File: config.mk
export PLATFORM = sky130hd
export DESIGN_NAME = event_counter_display
export DESIGN_NICKNAME = d
export VERILOG_FILES = /design/src/rtl/event_display_pkg.sv /design/src/rtl/btn_conditioner.sv /design/src/rtl/event_counter_display.sv
export SDC_FILE = /design/constraint.sdc
export NUM_CORES = 1
export LEC_CHECK = 0
export ABC_AREA = 1
export CAP_MARGIN = 20
export CORE_ASPECT_RATIO = 1.75
export CORE_MARGIN = 8
export CORE_UTILIZATION = 45
export DETAILED_ROUTE_END_ITERATION = 8
export PLACE_DENSITY = 0.66
export SKIP_CTS_REPAIR_TIMING = 1
export SLEW_MARGIN = 15
export SYNTH_ARGS = -nofsm -noshare
export SYNTH_HDL_FRONTEND = slang
export SYNTH_SLANG_ARGS = --single-unit
File: constraint.sdc
create_clock -name clock -period 6.8 [get_ports clock]
set_input_delay 1.36 -clock clock [delete_from_list [all_inputs] [get_ports clock]]
set_output_delay 1.36 -clock clock [all_outputs]
set_load 0.005 [all_outputs]
File: src/rtl/event_display_pkg.sv
// Shared 7-segment definitions for the event counter display.
// Glyphs are active-low and ordered {CA,CB,CC,CD,CE,CF,CG}.
package event_display_pkg;

    typedef logic [6:0] seg_glyph_t;

    localparam seg_glyph_t SEG_BLANK = 7'b1111111;

    localparam seg_glyph_t SEG_GLYPHS [0:15] = '{
        7'b0000001,  // 0
        7'b1001111,  // 1
        7'b0010010,  // 2
        7'b0000110,  // 3
        7'b1001100,  // 4
        7'b0100100,  // 5
        7'b0100000,  // 6
        7'b0001111,  // 7
        7'b0000000,  // 8
        7'b0000100,  // 9
        7'b0001000,  // A
        7'b1100000,  // b
        7'b0110001,  // C
        7'b1000010,  // d
        7'b0110000,  // E
        7'b0111000   // F
    };

    function automatic seg_glyph_t glyph_of(input logic [3:0] nibble);
        return SEG_GLYPHS[nibble];
    endfunction

endpackage

File: src/rtl/btn_conditioner.sv
// Button conditioning: 2-flop synchroniser, optional debounce filter
// (enabled by defining DEBOUNCE_EN), and a one-cycle rising-edge pulse.
module btn_conditioner #(
    parameter int DEBOUNCE_CYCLES = 1000000
) (
    input  logic clock,
    input  logic reset,
    input  logic i_btn,
    output logic o_pulse
);

    logic       r_sync0;
    logic       r_sync1;
    logic       r_prev;
    logic       r_armed;
    logic [1:0] r_valid;
    logic       w_level;

    // r_valid marks when r_sync1 holds a real post-reset sample, so a press
    // held through reset cannot arm the edge detector.
    always_ff @(posedge clock) begin
        if (reset) begin
            r_sync0 <= 1'b0;
            r_sync1 <= 1'b0;
            r_valid <= 2'b00;
            r_armed <= 1'b0;
        end else begin
            r_sync0 <= i_btn;
            r_sync1 <= r_sync0;
            r_valid <= {r_valid[0], 1'b1};
            if (r_valid[1] && !r_sync1) begin
                r_armed <= 1'b1;
            end
        end
    end

`ifdef DEBOUNCE_EN
    localparam int CNT_W = $clog2(DEBOUNCE_CYCLES + 1);
    localparam logic [CNT_W-1:0] CNT_LAST = CNT_W'(DEBOUNCE_CYCLES - 1);

    logic [CNT_W-1:0] r_db_cnt;
    logic             r_db_level;

    always_ff @(posedge clock) begin
        if (reset) begin
            r_db_cnt   <= '0;
            r_db_level <= 1'b0;
        end else if (r_sync1 != r_db_level) begin
            if (r_db_cnt == CNT_LAST) begin
                r_db_level <= r_sync1;
                r_db_cnt   <= '0;
            end else begin
                r_db_cnt <= r_db_cnt + 1'b1;
            end
        end else begin
            r_db_cnt <= '0;
        end
    end

    assign w_level = r_db_level;
`else
    // Without the filter the stable-cycle count has no effect; an illegal
    // value still shows up as a named block in the elaborated hierarchy.
    if (DEBOUNCE_CYCLES < 1) begin : g_illegal_debounce_cycles
    end

    assign w_level = r_sync1;
`endif

    always_ff @(posedge clock) begin
        if (reset) begin
            r_prev <= 1'b0;
        end else begin
            r_prev <= w_level;
        end
    end

    assign o_pulse = w_level & ~r_prev & r_armed;

endmodule

File: src/rtl/event_counter_display.sv
// Up/down radix-BASE event counter with multiplexed 7-segment scan output.
// Define DEBOUNCE_EN to insert a DEBOUNCE_CYCLES stability filter on BTNC.
module event_counter_display
    import event_display_pkg::*;
#(
    parameter int N_DIGITS        = 4,
    parameter int BASE            = 10,
    parameter int REFRESH_DIV     = 100000,
    parameter int DEBOUNCE_CYCLES = 1000000
) (
    input  logic                  clock,
    input  logic                  reset,
    input  logic                  clear,
    input  logic                  BTNC,
    input  logic                  dir,
    output logic [4*N_DIGITS-1:0] count,
    output logic [6:0]            segments,
    output logic [7:0]            anodos
);

    localparam logic [3:0] DIGIT_MAX = 4'(BASE - 1);
    localparam int SCAN_W = $clog2(REFRESH_DIV);
    localparam logic [SCAN_W-1:0] SCAN_LAST = SCAN_W'(REFRESH_DIV - 1);
    localparam logic [2:0] IDX_LAST = 3'(N_DIGITS - 1);

    genvar gi;

    logic                  w_event;
    logic [4*N_DIGITS-1:0] r_count;
    logic [4*N_DIGITS-1:0] w_count_next;
    logic [4*N_DIGITS-1:0] w_step_count;
    logic [N_DIGITS-1:0]   w_carry;
    logic [SCAN_W-1:0]     r_scan_cnt;
    logic [SCAN_W-1:0]     w_scan_next;
    logic [2:0]            r_idx;
    logic [2:0]            w_idx_next;
    logic [7:0]            r_anodos;
    logic [7:0]            w_anodos_next;
    logic [6:0]            r_segments;
    logic [6:0]            w_segments_next;
    logic [3:0]            w_nibbles [8];

    btn_conditioner #(
        .DEBOUNCE_CYCLES(DEBOUNCE_CYCLES)
    ) u_btn (
        .clock  (clock),
        .reset  (reset),
        .i_btn  (BTNC),
        .o_pulse(w_event)
    );

    // Ripple carry/borrow: a digit steps only when every lower digit wraps.
    assign w_carry[0] = 1'b1;

    for (gi = 0; gi < N_DIGITS; gi++) begin : g_digit
        logic [3:0] w_digit;
        logic       w_at_limit;
        logic [3:0] w_stepped;

        assign w_digit    = r_count[4*gi +: 4];
        assign w_at_limit = dir ? (w_digit == DIGIT_MAX) : (w_digit == 4'd0);

        always_comb begin
            w_stepped = w_digit;
            if (dir) begin
                w_stepped = w_at_limit ? 4'd0 : w_digit + 4'd1;
            end else begin
                w_stepped = w_at_limit ? DIGIT_MAX : w_digit - 4'd1;
            end
        end

        assign w_step_count[4*gi +: 4] = w_carry[gi] ? w_stepped : w_digit;

        if (gi < N_DIGITS - 1) begin : g_ripple
            assign w_carry[gi+1] = w_carry[gi] & w_at_limit;
        end
    end

    always_comb begin
        w_count_next = r_count;
        if (clear) begin
            w_count_next = '0;
        end else if (w_event) begin
            w_count_next = w_step_count;
        end
    end

    always_comb begin
        w_scan_next = r_scan_cnt + 1'b1;
        w_idx_next  = r_idx;
        if (r_scan_cnt == SCAN_LAST) begin
            w_scan_next = '0;
            w_idx_next  = (r_idx == IDX_LAST) ? 3'd0 : r_idx + 3'd1;
        end
    end

    // Display outputs are built from the next-state values so anode and
    // glyph move on the same edge as the index and the count.
    for (gi = 0; gi < 8; gi++) begin : g_anode
        if (gi < N_DIGITS) begin : g_active
            assign w_nibbles[gi]     = w_count_next[4*gi +: 4];
            assign w_anodos_next[gi] = (w_idx_next != 3'(gi));
        end else begin : g_unused
            assign w_nibbles[gi]     = 4'd0;
            assign w_anodos_next[gi] = 1'b1;
        end
    end

    always_comb begin
        w_segments_next = SEG_BLANK;
        if ({1'b0, w_idx_next} < 4'(N_DIGITS)) begin
            w_segments_next = glyph_of(w_nibbles[w_idx_next]);
        end
    end

    always_ff @(posedge clock) begin
        if (reset) begin
            r_count    <= '0;
            r_scan_cnt <= '0;
            r_idx      <= 3'd0;
            r_anodos   <= 8'hFE;
            r_segments <= SEG_GLYPHS[0];
        end else begin
            r_count    <= w_count_next;
            r_scan_cnt <= w_scan_next;
            r_idx      <= w_idx_next;
            r_anodos   <= w_anodos_next;
            r_segments <= w_segments_next;
        end
    end

    assign count    = r_count;
    assign anodos   = r_anodos;
    assign segments = r_segments;

endmodule

==> run_results.csv, run 1 <==
group,metric,value,unit
floorplan,initial_core_util,45.8,%
worst_setup_path,endpoint_kind,"register",
layout,nets,563,
routing,wl,8.00,mm
layout,antenna_cells,0,
floorplan,die_h,132,µm
logic_synthesis,synth_top_flop_cell,"dfxtp_1",
sta,drv_slew,0,
routing,post_drt_wl_per_cell,12.8,µm
routing,via_count,3236,
clock_tree,clkLatencyLatePin,0.29,ns
logic_synthesis,synth_area_leaders,"dfxtp_1 (31%), nand2_1 (12%), nor2_1 (8.2%)",
status,outcome,"finished clean",
layout,drive_gt1_share,9.29,%
worst_setup_path,cp_max_fo,21,
routing,first_pass_iters,4,
floorplan,io_pins,36,
routing,drc,0,
logic_synthesis,synth.area.mux_share,0,%
routing,drt_iter0_markers,135,
flow_run,maxCapViolations,0,
floorplan,die_x,82.1,µm
logic_synthesis,syn_inst,509,
worst_setup_path,worst-r2r-setup-slack,3.93,ns
clock_tree,cts-root-buf,"clkbuf_16",
worst_setup_path,endpoint,"segments[3]$_SDFF_PP0_",
layout,final_cell_mix,"nand2_1 (109), nor2_1 (75), inv_1 (60)",
pwr,p_leak,0.00173,µW
grt,grt_first_pass_wirelength,13.6,mm
worst_setup_path,reg2reg_to,"segments[3]$_SDFF_PP0_",
layout,area_delta_synth_final,15.1,%
logic_synthesis,synth_largest_area_cell,"dfxtp_1",
sta,hold_slack,0.401,ns
logic_synthesis,syn-cell-area,3440,µm²
worst_setup_path,worst-setup-path-type,"in -> reg",
placed_design,numPortBuffers,31,
layout,layout_commonest_cell,"nand2_1",
sta,setup_tns,0,ns
sta,slew_headroom,42.8,%
logic_synthesis,synth-xor-area-share,2.80,%
pwr,max-vdd-ir-drop,165,µV
worst_setup_path,start_kind,"input pin",
logic_synthesis,yosysSeqAreaShare,30.8,%
routing,vias_per_cell,5.17,
logic_synthesis,synth_seq_cells,53,
logic_synthesis,synth_cell_types,37,
sta,skew,0.00221,ns
sta,grt_setup_unrepaired,"no",
worst_setup_path,rr_worst_depth,16,
sta,hold_violations,0,
floorplan,die-area,10800,µm²
logic_synthesis,yosys_warnings,0,
sta,min_period,4.38,ns
logic_synthesis,synthDominantCellAreaShare,30.8,%
clock_tree,cts_made_buffers,5,
grt,antenna_found_initial,0,
logic_synthesis,synth_top_family_by_area,"simple AND/OR/NAND/NOR gates",
logic_synthesis,ys_async_sr_fraction,0,%
placed_design,gp_congestion,0.913,
sta,timing_worst_slew_pin_value,0.855,ns
grt,grt_pass1_vias,3159,
worst_setup_path,r2r-start,"r_scan_cnt[0]$_SDFF_PP0_",
pwr,p_per_area,160,nW/µm²
clock_tree,h-tree-depth,2,
clock_tree,numClockSinks,53,
clock_tree,cts_tree,"built",
logic_synthesis,synth_compound_area_share,8.65,%
sta,finalCritPeriodShare,64.5,%
grt,gr-total-overflow,0,
clock_tree,clockBufferDepth,2,
sta,fmax,228,MHz
floorplan,rows,42,
worst_hold_path,hold_path.class,"reg -> reg",
placed_design,dp_hpwl,6.32,mm
sta,finalSetupViolations,0,
layout,fill_cells,778,
grt,grt_max_degree,32,
grt,track_usage,15.3,%
clock_tree,clk_transition_reported_paths,0.06,ns
worst_setup_path,cp.arrival,4.62,ns
worst_setup_path,crit_required,7.04,ns
logic_synthesis,synthAdderAreaFrac,7.26,%
logic_synthesis,syn_avg_cell_area,6.77,µm²
floorplan,coreArea,7510,µm²
logic_synthesis,yosys.area_share.simple,40.8,%
worst_setup_path,crit_start,"dir",
logic_synthesis,synth_edf_count,0,
routing,drt.antenna.violating_nets,0,
-- worst min path at each step --
stage                                  start                        to  slack [ns]  cells past startpoint
floorplan           u_btn.r_sync0$_SDFF_PP0_  u_btn.r_sync1$_SDFF_PP0_        0.39                      2
global placement    u_btn.r_sync0$_SDFF_PP0_  u_btn.r_sync1$_SDFF_PP0_        0.39                      2
detailed placement  u_btn.r_sync0$_SDFF_PP0_  u_btn.r_sync1$_SDFF_PP0_        0.39                      2
CTS                 u_btn.r_sync0$_SDFF_PP0_  u_btn.r_sync1$_SDFF_PP0_        0.41                      2
global route        u_btn.r_sync0$_SDFF_PP0_  u_btn.r_sync1$_SDFF_PP0_        0.41                      2
finish              u_btn.r_sync0$_SDFF_PP0_  u_btn.r_sync1$_SDFF_PP0_        0.40                      2
-- state kept, by name (all words and copies together) (netlist names), 2 cells and up --
name and flops:
count 16, u_btn.r_valid 2, r_scan_cnt 17, anodos 4
segments 7, r_idx 3
-- worst max-delay path: stages --
cell and delay [ns]:
clkdlybuf4s50_1 1.03, inv_2 0.24, nand3_1 0.17, nand2_1 0.12, nand3_4 0.13, nand2_1 0.09, o21ai_0 0.20, inv_1 0.08
a21oi_1 0.12, nand3_1 0.20, inv_1 0.18, ha_1 0.20, nand4_1 0.16, nand2_1 0.10, nand2_1 0.05, nand3_1 0.08
nand2_1 0.06, inv_1 0.04
-- Yosys cell counts, drive strengths merged (2+ instances only) --
cell	number
nand3	46
nand4	17
ha	20
inv	67
nor2	87
xor2	8
clkbuf	5
dfxtp	53
o211ai	2
o21ai	21
nor3b	2
nor4	2
buf	8
xnor2	3
a21oi	29
nand2	124
nor3	9
-- cells by family (layout without fill, tap and decap cells) --
logic type | count (synthesis) | in the layout
buffers and inverters | 80 | 106
XOR/XNOR | 11 | 11
flip-flops | 53 | 53
adder cells (fa/ha/maj) | 20 | 20
AND/OR/NAND/NOR | 288 | 288
other | 1 | 4
AO/OA/AOI/OAI | 56 | 56
-- layout make-up --
class / instances / area [µm²] / share of cell area [%]
clock buffers: 5 / 125 / 3.16
clock inverters: 2 / 35.0 / 0.884
inverters: 67 / 251 / 6.34
multi-input cells: 379 / 2060 / 52.1
flip-flops and latches: 53 / 1060 / 26.8
well taps: 88 / 110 / 2.78
repair buffers: 32 / 318 / 8.02
-- metrics by stage --
| stage | power (µW) | util (%) | cell area [µm²] | worst slack [ns] | instances |
|---|---|---|---|---|---|
| 2_1_floorplan | 353 | - | 3460 | 3.62 | 512 |
| 3_3_place_gp | 362 | 50.6 | 3800 | 2.29 | 619 |
| 3_5_place_dp | 363 | 50.6 | 3800 | 2.17 | 619 |
| 4_1_cts | 644 | 52.7 | 3960 | 2.42 | 626 |
| 5_1_grt | 660 | 52.7 | 3960 | 2.00 | 626 |
| 6_report | 634 | 52.7 | 3960 | 2.42 | 626 |
-- per-layer routing --
layer	part of all wire [%]	vias to the layer above	global-route usage [%]
li1	-	1676	-
met1	38	1494	14.9
met2	56	50	29.8
met3	3.3	16	1.78
met4	2.4	0	6.09
met5	0	-	0
-- where the power goes --
group / internal, µW / switching (µW) / leakage, µW / total, µW
Sequential: 314 / 2.10 / 0.000429 / 317
Combinational: 13.0 / 26.1 / 0.00122 / 39.1
Clock: 171 / 108 / 0.0000797 / 279
Power figures use the tool's default switching activity.
==> run 2: changes to the inputs <==
==> constraint.sdc (replaced) <==
create_clock -name clock -period 4.1 [get_ports clock]
set_input_delay 0.82 -clock clock [delete_from_list [all_inputs] [get_ports clock]]
set_output_delay 0.82 -clock clock [all_outputs]
set_load 0.005 [all_outputs]
==> run_results.csv, run 2 (same netlist as run 1, synthesis figures left out) <==
group,metric,value,unit
floorplan,io_pins,36,
pwr,p_total,1070,µW
placed_design,placed_area,3830,µm²
clock_tree,cts_tree,"built",
sta,hold_violations,0,
pwr,max-vdd-ir-drop,402,µV
sta,fmax,287,MHz
layout,stdcell_area,3990,µm²
routing,wl,8.12,mm
flow_run,maxCapViolations,0,
routing,highest-signal-layer,"met4",
floorplan,rows,42,
layout,layout_commonest_cell,"nand2_1",
placed_design,dp_slack,0.380,ns
placed_design,dp_hpwl,6.35,mm
routing,wl_met2,4.49,mm
sta,skew,0.00362,ns
floorplan,die_h,132,µm
grt,antenna_found_initial,0,
status,outcome,"finished clean",
sta,setup_ws,0.614,ns
pwr,p_leak,0.00175,µW
clock_tree,clk_transition_reported_paths,0.07,ns
grt,grt_max_degree,32,
routing,vias_per_cell,5.11,
routing,drt_iter0_markers,121,
routing,met3_length,229,µm
sta,grt_setup_unrepaired,"no",
worst_setup_path,crit_required,4.32,ns
worst_setup_path,cp.arrival,3.71,ns
sta,finalCritPeriodShare,85.0,%
routing,drt.antenna.violating_nets,0,
clock_tree,cts-root-buf,"clkbuf_16",
grt,gr-total-overflow,0,
worst_setup_path,endpoint_kind,"register",
sta,slew_headroom,63.1,%
sta,timing_worst_slew_pin_value,0.551,ns
clock_tree,numClockSinks,53,
worst_hold_path,min_from,"u_btn.r_sync0$_SDFF_PP0_",
floorplan,die_x,82.1,µm
layout,top_register,"r_scan_cnt",
sta,drv_slew,0,
pwr,p_per_area,268,nW/µm²
worst_setup_path,crit_start,"dir",
floorplan,die-area,10800,µm²
layout,final_cell_mix,"nand2_1 (109), nor2_1 (75), inv_1 (60)",
routing,m1WireLength,3.23,mm
placed_design,gp_congestion,0.920,
routing,drc,0,
sta,min_period,3.49,ns
floorplan,coreArea,7510,µm²
routing,first_pass_iters,4,
worst_hold_path,hold_path.class,"reg -> reg",
routing,via_count,3221,
grt,track_usage,15.6,%
placed_design,numPortBuffers,31,
sta,setup_tns,0,ns
layout,nets,566,
layout,area_delta_synth_final,15.9,%
sta,finalSetupViolations,0,
layout,fill_cells,787,
routing,post_drt_wl_per_cell,12.9,µm
layout,drive_gt1_share,9.78,%
clock_tree,clkLatencyLatePin,0.29,ns
worst_setup_path,r2r-start,"r_scan_cnt[0]$_SDFF_PP0_",
worst_setup_path,cp_max_fo,12,
worst_setup_path,worst-setup-path-type,"in -> reg",
clock_tree,h-tree-depth,2,
floorplan,initial_core_util,45.8,%
layout,largest_register_ff_count,17,
grt,grt_pass1_vias,3076,
clock_tree,cts_made_buffers,5,
grt,grt_first_pass_wirelength,13.8,mm
clock_tree,clockBufferDepth,2,
layout,antenna_cells,0,
worst_setup_path,start_kind,"input pin",
[run 2: changes by cell type in the layout (fill, tap and decap cells not counted), sizes merged]
cell,previous run,this run
buf,1,4
clkbuf,5,6
[run 2: cell type report]
type	count	area [µm²]	share of cell area [%]
clock buffers	6	129	3.23
multi-input cells	379	2060	51.7
flip-flops and latches	53	1060	26.6
clock inverters	2	38.8	0.971
inverters	67	251	6.30
repair buffers	35	340	8.52
well taps	88	110	2.76
[run 2: metrics by stage]
step | util, % | hold slack (ns) | instances
finish | 53.1 | 0.407 | 630
global route | 53.1 | 0.423 | 630
CTS | 53.1 | 0.412 | 630
detailed placement | 50.9 | 0.402 | 622
global placement | 50.9 | 0.392 | 622
floorplan | - | 0.388 | 512
[run 2: routing by layer]
metal	track usage [%]	vias to the layer above
li1	-	1676
met1	16.2	1483
met2	29.0	50
met5	0	-
met3	2.05	12
met4	7.07	0
[run 2: path summary, 6_finish.rpt]
kind | end | slack, ns | cells past startpoint
worst min register to register | u_btn.r_sync1$_SDFF_PP0_ | 0.41 | 2
worst max-delay path | segments[1]$_SDFF_PP0_ | 0.61 | 16
worst max register to register | segments[1]$_SDFF_PP0_ | 1.20 | 14
worst min-delay path | u_btn.r_sync1$_SDFF_PP0_ | 0.41 | 2
[run 2: worst max-delay path, cell delays in order]
cell and delay [ns]:
clkdlybuf4s50_1 0.82, inv_2 0.15, nand3_1 0.14, nand2_1 0.11
nand3_4 0.13, nand2_1 0.09, o21ai_0 0.21, inv_1 0.08
a21oi_1 0.12, nand3_1 0.22, inv_1 0.18, ha_1 0.18
nand4_1 0.14, nand2_1 0.10, nand2_1 0.05, a21oi_1 0.15
[run 2: where the power goes]
part / switching [µW] / internal [µW] / leakage, µW
logic: 44.4 / 23.5 / 0.00124
clock network: 187 / 290 / 0.0000810
registers: 3.52 / 521 / 0.000429
total: 235 / 834 / 0.00175
